### src/rtl/z_core_pkg.sv
`default_nettype none
// ============================================================================
//  Module      : z_core_pkg
//  Description : Shared z_core definitions: register-dump FSM state type and
//                architectural register-index constants.
//  Revision    : 1.0  initial release
// ============================================================================
package z_core_pkg;

    // Register-dump sequencer states
    typedef enum logic [1:0] {
        ST_IDLE = 2'd0,
        ST_READ = 2'd1,
        ST_HOLD = 2'd2,
        ST_DONE = 2'd3
    } dump_state_t;

    // Architectural register indices
    localparam int unsigned X0    = 0;   // hard-wired zero register
    localparam int unsigned XLAST = 31;  // highest register index

endpackage : z_core_pkg
`default_nettype wire

### src/rtl/z_core_reg_dump.sv
`default_nettype none
// ============================================================================
//  Module      : z_core_reg_dump
//  Description : Walks an inclusive range of register-file indices through
//                the reg file rs1 read port and streams each captured value
//                out over a valid/ready interface, one word per two cycles.
//  Revision    : 1.0  initial release
//
//  Ports
//    clk        in   clock, all state on rising edge
//    reset      in   asynchronous active-low reset
//    start      in   dump request, sampled only while idle
//    abort      in   terminate a dump in progress
//    first_reg  in   first index of the range (latched on accept)
//    last_reg   in   last index of the range, inclusive (latched on accept)
//    rs_addr    out  registered read address to reg file rs1
//    rs_data    in   asynchronous read data from reg file rs1
//    out_valid  out  out_data/out_idx/out_last valid
//    out_ready  in   consumer accepts when out_valid & out_ready
//    out_data   out  captured register value
//    out_idx    out  index of out_data
//    out_last   out  final word of the range
//    busy       out  sequencer not idle
//    done       out  one-cycle pulse after the final word is accepted
//    err        out  one-cycle pulse when a start is rejected (empty range)
// ============================================================================
module z_core_reg_dump
    import z_core_pkg::*;
#(
    parameter int DATA_W  = 32,
    parameter int ADDR_W  = 5,
    parameter int SKIP_X0 = 1
) (
    input  logic              clk,
    input  logic              reset,
    input  logic              start,
    input  logic              abort,
    input  logic [ADDR_W-1:0] first_reg,
    input  logic [ADDR_W-1:0] last_reg,
    output logic [ADDR_W-1:0] rs_addr,
    input  logic [DATA_W-1:0] rs_data,
    output logic              out_valid,
    input  logic              out_ready,
    output logic [DATA_W-1:0] out_data,
    output logic [ADDR_W-1:0] out_idx,
    output logic              out_last,
    output logic              busy,
    output logic              done,
    output logic              err
);

    dump_state_t       r_state;
    dump_state_t       w_next_state;

    logic [ADDR_W-1:0] r_rs_addr;
    logic [ADDR_W-1:0] r_last;
    logic [DATA_W-1:0] r_out_data;
    logic [ADDR_W-1:0] r_out_idx;
    logic              r_out_last;
    logic              r_out_valid;
    logic              r_err;

    logic [ADDR_W-1:0] w_eff_first;
    logic              w_handshake;
    logic              w_load;
    logic              w_reject;
    logic              w_capture;
    logic              w_advance;
    logic              w_release;

    // x0 is hard-wired to zero, so a range starting there begins at x1
    always_comb begin
        w_eff_first = first_reg;
        if ((SKIP_X0 != 0) && (first_reg == ADDR_W'(X0))) begin
            w_eff_first = ADDR_W'(1);
        end
    end

    assign w_handshake = r_out_valid & out_ready;

    // ------------------------------------------------------------------
    // State register
    // ------------------------------------------------------------------
    always_ff @(posedge clk or negedge reset) begin
        if (!reset) begin
            r_state <= ST_IDLE;
        end else begin
            r_state <= w_next_state;
        end
    end

    // ------------------------------------------------------------------
    // Next-state and control decode
    // ------------------------------------------------------------------
    always_comb begin
        w_next_state = r_state;
        w_load       = 1'b0;
        w_reject     = 1'b0;
        w_capture    = 1'b0;
        w_advance    = 1'b0;
        w_release    = 1'b0;
        busy         = (r_state != ST_IDLE);
        done         = 1'b0;

        case (r_state)
            ST_IDLE: begin
                // abort outranks a simultaneous start
                if (start && !abort) begin
                    if (w_eff_first > last_reg) begin
                        w_reject = 1'b1;
                    end else begin
                        w_load       = 1'b1;
                        w_next_state = ST_READ;
                    end
                end
            end
            ST_READ: begin
                if (abort) begin
                    w_next_state = ST_IDLE;
                end else begin
                    w_capture    = 1'b1;
                    w_next_state = ST_HOLD;
                end
            end
            ST_HOLD: begin
                if (abort) begin
                    w_release    = 1'b1;
                    w_next_state = ST_IDLE;
                end else if (w_handshake) begin
                    w_release = 1'b1;
                    // increment only below the last index, so 31 never wraps
                    if (r_out_last) begin
                        w_next_state = ST_DONE;
                    end else begin
                        w_advance    = 1'b1;
                        w_next_state = ST_READ;
                    end
                end
            end
            ST_DONE: begin
                done         = !abort;
                w_next_state = ST_IDLE;
            end
            default: begin
                w_next_state = ST_IDLE;
            end
        endcase
    end

    // ------------------------------------------------------------------
    // Datapath
    // ------------------------------------------------------------------
    always_ff @(posedge clk or negedge reset) begin
        if (!reset) begin
            r_rs_addr   <= '0;
            r_last      <= '0;
            r_out_data  <= '0;
            r_out_idx   <= '0;
            r_out_last  <= 1'b0;
            r_out_valid <= 1'b0;
            r_err       <= 1'b0;
        end else begin
            r_err <= w_reject;

            if (w_load) begin
                r_rs_addr <= w_eff_first;
                r_last    <= last_reg;
            end else if (w_advance) begin
                r_rs_addr <= r_rs_addr + ADDR_W'(1);
            end

            // Word is captured once in READ; later reg file writes do not
            // disturb the held copy.
            if (w_capture) begin
                r_out_data  <= rs_data;
                r_out_idx   <= r_rs_addr;
                r_out_last  <= (r_rs_addr == r_last);
                r_out_valid <= 1'b1;
            end else if (w_release) begin
                r_out_valid <= 1'b0;
            end
        end
    end

    assign rs_addr   = r_rs_addr;
    assign out_valid = r_out_valid;
    assign out_data  = r_out_data;
    assign out_idx   = r_out_idx;
    assign out_last  = r_out_last;
    assign err       = r_err;

endmodule : z_core_reg_dump
`default_nettype wire

### config.mk
export PLATFORM = sky130hd
export DESIGN_NAME = z_core_reg_dump
export DESIGN_NICKNAME = d
export VERILOG_FILES = /design/src/rtl/z_core_pkg.sv /design/src/rtl/z_core_reg_dump.sv
export SDC_FILE = /design/constraint.sdc
export NUM_CORES = 1
export LEC_CHECK = 0
export ABC_AREA = 1
export BUFFER_PORTS_ARGS = -buffer_cell sky130_fd_sc_hd__buf_2
export CAP_MARGIN = 40
export CORE_MARGIN = 2
export CORE_UTILIZATION = 40
export DETAILED_ROUTE_END_ITERATION = 8
export PLACE_DENSITY_LB_ADDON = 0.1
export SYNTH_ARGS = -nofsm -noshare
export SYNTH_HDL_FRONTEND = slang
export SYNTH_SLANG_ARGS = --single-unit
### constraint.sdc
create_clock -name clk -period 1.75 [get_ports clk]
set_clock_uncertainty 0.15 [all_clocks]
set_input_delay 0 -clock clk [delete_from_list [all_inputs] [get_ports clk]]
set_output_delay 0 -clock clk [all_outputs]
set_load 0.05 [all_outputs]
# After elaboration in Yosys (flattened, before gate mapping)
# Index checks and enable logic that the tools add are counted.
# word_totals
input_bits	47
elab_cells	54
out_inout_bits	47
regBits	52
# op_classes
n_reduce_logical	8
addsub	1
bitwise_logic	1
eq_ne	7
magnitude_cmp	1
muxes	28
# ops
cell	n
$mux W1	18
$mux W5	3
$mux W2	6
$pmux W2 S4	1
$reduce_bool A2 Y1	3
$add A5 B1 Y5 const B	1
$eq A5 B5 Y1	1
$gt A5 B5 Y1	1
$logic_not A5 Y1	1
$eq A2 B2 Y1 const B	2
$ne A2 B2 Y1 const B	2
$ne A3 B3 Y1 const B	1
$reduce_and A3 Y1	1
$eq A2 B1 Y1 const B	1
$logic_not A2 Y1	1
$and A1 B1 Y1	1
$logic_and A1 B1 Y1	1
$logic_not A1 Y1	1

# Depth between registers and ports, before layout
# depth
depth_word	7
mapped_depth	11
ltp_nobuf	11

# Least setup slack after synthesis
# No wires, ideal clock.
# synth_path
path_kind	register to register
from	register r_state[1]
to	register r_rs_addr[1], in the netlist rs_addr[1]
synth_period_minus_slack_ps	1705
stages_incl_launch_ff	8
t_arrival_ps	1437
setup_ps	118
slack_ps	45
t_required_ps	1482
n_path_buf	1
path_cell_list	dfrtp_1 -> inv_2 -> nand2_1 -> nor2_4 -> nand2_8 -> buf_12 -> nand3_2 -> nand2_1
# synth_between
elab_chain_len	3
word_cells_on_any_way	6
cone_classes	1 x eq/ne; 3 x mux; 2 x reduce/logical
# synth_lines
item	line_no	source
start, declared	z_core_reg_dump.sv:52	dump_state_t r_state;
start signal, assigned	z_core_reg_dump.sv:88	r_state <= w_next_state;
$eq A2 B2 Y1 or $logic_not A2 Y1 (tied branches)	z_core_reg_dump.sv:105	case (r_state)
$mux W1	z_core_reg_dump.sv:105	
$reduce_bool A2 Y1 (no line) or $mux W5 (tied branches)	-	
end signal, assigned	z_core_reg_dump.sv:166	r_rs_addr <= w_eff_first;
end signal, assigned	z_core_reg_dump.sv:169	r_rs_addr <= r_rs_addr + ADDR_W'(1);
end, declared	z_core_reg_dump.sv:55	logic [ADDR_W-1:0] r_rs_addr;
# Parallel ways exist; a longest one is shown, timed or not.
# A chain may end at the register's enable or synchronous reset.

# Worst setup path in the final report
# layout_path
from	input last_reg[4]
to	register r_last[1]
# layout_between
elab_chain_len	4
# layout_lines
item	line_no	source
start, declared	z_core_reg_dump.sv:39	input logic [ADDR_W-1:0] last_reg,
$gt A5 B5 Y1	z_core_reg_dump.sv:109	if (w_eff_first > last_reg) begin
$mux W1	z_core_reg_dump.sv:109	
$mux W1	z_core_reg_dump.sv:108	if (start && !abort) begin
$mux W1	z_core_reg_dump.sv:105	
end signal, assigned	z_core_reg_dump.sv:167	r_last <= last_reg;
end, declared	z_core_reg_dump.sv:56	logic [ADDR_W-1:0] r_last;
# No other way between the ends.

==> results.toml <==
[cts]
clk_latency_ns = 0.31
clk_path_buf_depth = 2
cts_tree = "done"
cts_buffers = 5
clockRootBuffer = "clkbuf_8"
h-tree-depth = 2
path_clk_slew_ns = 0.10
cts.sinks = 52

[yosys]
yosys.cell_types.count = 31
synth_area_um2 = 2426
synthesis.nets = 333
ys_ff_latch = 52
syn_inst = 280
ys_seq_area_frac = 0.5364
syn_area_per_cell_um2 = 8.665
yosysWarnings = 0

[floorplan]
die_w_um = 81.88
initial_core_util = 0.4122
die_y_um = 81.88
ioPinCount = 94
dieArea_um2 = 6704
std_cell_rows = 28
core_um2 = 5886

[routing]
drc = 0
drtIter0Drc = 110
vias = 2232
wl_per_cell_um = 12.18
wirelength_mm = 6.113
ant_nets = 0
vias_per_cell = 4.446
dr.pass1.iters = 4

[worst_setup_path]
cp_max_fo = 8
worst-setup-path-type = "in -> reg"
rr_endpoint = "r_last[1]$_DFFE_PN0P_"
worst_r2r_path_depth = 7
arrival_ns = 1.77
worstReg2RegStart = "r_state[1]$_DFFE_PN0P_"
cp-end-kind = "register"
cp-start-kind = "input port"
r2r_slack_ns = 0.23
required_ns = 1.80

[finish]
diodes = 0
final_layout_size_suffix_gt1_frac = 0.3302
syn_to_final_growth_pct = 49.82
fin_nets = 479
final_cells = 502

[global_route]
overflow = 0
antenna_found_initial = 0
grt_max_degree = 42
grt_pass1_vias = 2129
grt_first_pass_wirelength_mm = 9.404
track_usage = 0.1819

[place]
gp_congestion = 0.8094
dp_hpwl_mm = 3.966
port_buffers = 93
dp_cells = 440

[sta]
setup_viol = 0
slew_viol_final = 0
period_share = 0.9800
finalHoldViolCount = 0
max_freq_mhz = 583.1
period_minus_slack_ns = 1.715
worst_pin_slew_ns = 0.6832
slew_headroom = 0.5439

[run]
drv_cap = 0

[hold_path]
min_path_type = "in -> async"

[status]
status = "finished clean"

[power_and_ir_drop]
p_leak_nw = 1.998
p_per_area_nw_per_um2 = 1729
fin_total_pwr_mw = 6.285
ir_drop_mv = 1.198
synthesized netlist by cell type:
cell type	n	area, µm²
o21ai_1	5	25.02
nor3_2	1	10.01
nor3_1	2	10.01
nor2_4	1	11.26
nand3_1	7	35.03
nor2_1	3	11.26
xor2_1	7	61.31
nand2_1	136	510.5
inv_2	3	11.26
o21ai_0	3	15.01
nand2_8	1	20.02
nand3b_1	1	7.510
buf_4	3	22.52
clkinv_2	1	5.000
nand3_2	5	50.05
xnor2_1	1	8.760
buf_12	1	20.02
nand3_4	1	17.52
nor2_2	2	12.51
nor4_1	1	6.260
inv_1	18	67.56
clkbuf_2	1	5.000
clkbuf_1	6	22.52
nand2_4	1	11.26
buf_2	2	10.01
dfrtp_1	52	1301
a21oi_1	3	15.01
nand2_2	1	6.260
o21ai_2	4	35.03
ha_1	6	75.07
nand4_1	1	6.260
repair_timing:
action / CTS / global route
endpoints found under the setup margin: 0 / 9
gates resized for setup: 0 / 10
hold buffers: 48 / 0
buffers inserted: 0 / 5
hold endpoints to repair: 98 / 0
cell families (layout without fill, tap and decap cells):
logic type | after synthesis | count (layout) | synth area share
and+or+nand+nor | 164 | 165 | 0.2991
DFF | 52 | 52 | 0.5364
buffers and inverters | 35 | 181 | 0.06755
AOI/OAI and AO/OA | 15 | 15 | 0.03713
xor gates and xnor gates | 8 | 8 | 0.02888
adders and majority gates | 6 | 6 | 0.03094
flip-flops by register name (all words and copies together), names as in the netlist:
| name | cells |
|---|---|
| out_data | 32 |
| out_idx | 5 |
| r_last | 5 |
| rs_addr | 5 |
| r_state | 2 |
| err | 1 |
| out_last | 1 |
| out_valid | 1 |
cells in the final DEF, fill, tap and decap left out, drive strengths merged:
cell / count
nand2: 140
buf: 103
dfrtp: 52
dlygate4sd3: 48
inv: 22
nand3: 13
o21ai: 12
xor2: 7
clkbuf: 6
nor2: 6
ha: 6
a21oi: 3
nor3: 3
clkinv: 2
nor4: 1
xnor2: 1
nand4: 1
nand3b: 1
critical path, stage by stage:
cell	delay [ns]
dlygate4sd3_1	0.53
buf_2	0.12
inv_2	0.08
ha_4	0.20
a21oi_1	0.19
nand3_2	0.13
nand2_4	0.16
nand2_8	0.08
buf_8	0.15
nand2_1	0.05
o21ai_1	0.06
worst max path at each step:
stage	from	to	cells past startpoint
after detailed placement	first_reg[1]	rs_addr[2]$_DFFE_PN0P_	10
after CTS	last_reg[4]	rs_addr[2]$_DFFE_PN0P_	13
after global routing	last_reg[2]	r_last[1]$_DFFE_PN0P_	13
after global placement	first_reg[1]	rs_addr[2]$_DFFE_PN0P_	10
final	last_reg[4]	r_last[1]$_DFFE_PN0P_	11
after floorplan	r_state[1]$_DFFE_PN0P_	rs_addr[1]$_DFFE_PN0P_	7
power by group:
part	leakage, nW	internal (mW)	switching (mW)
clock network	0.0516	0.324	0.409
registers	0.653	1.74	0.325
logic	1.29	0.859	2.62
total	2.00	2.93	3.36
layer usage:
metal  GRT usage  up-vias  wire length, µm  share of wire
met4     0.06667        0              107          0.018
met2      0.3179       59             3096           0.51
met3     0.03187        8              283          0.046
met5           0        -                0              0
li1            -     1148                -              -
met1      0.2243     1017             2625           0.43
cell type report:
type	count	area (µm²)
sequential	52	1301
timing repair buffer	151	1041
inverter	22	83.83
fill	547	2251
tap	75	93.84
clock inverter	2	13.76
multi-input combinational	194	1018
clock buffer	6	82.58
metrics by stage:
step	util	TNS, ns	instance area, µm²	setup slack, ns	hold slack [ns]
3_5_place_dp	0.5032	0	2962	0.09678	-0.1319
6_report	0.6176	0	3635	0.03508	0.05328
2_1_floorplan	-	0	2426	0.04525	-0.4456
3_3_place_gp	0.5032	0	2962	0.2189	-0.1355
4_1_cts	0.6012	0	3538	0.05990	0.06498
5_1_grt	0.6176	-0.01192	3635	-0.01040	0.09070
Note: power is estimated with default switching activity, not from simulation.
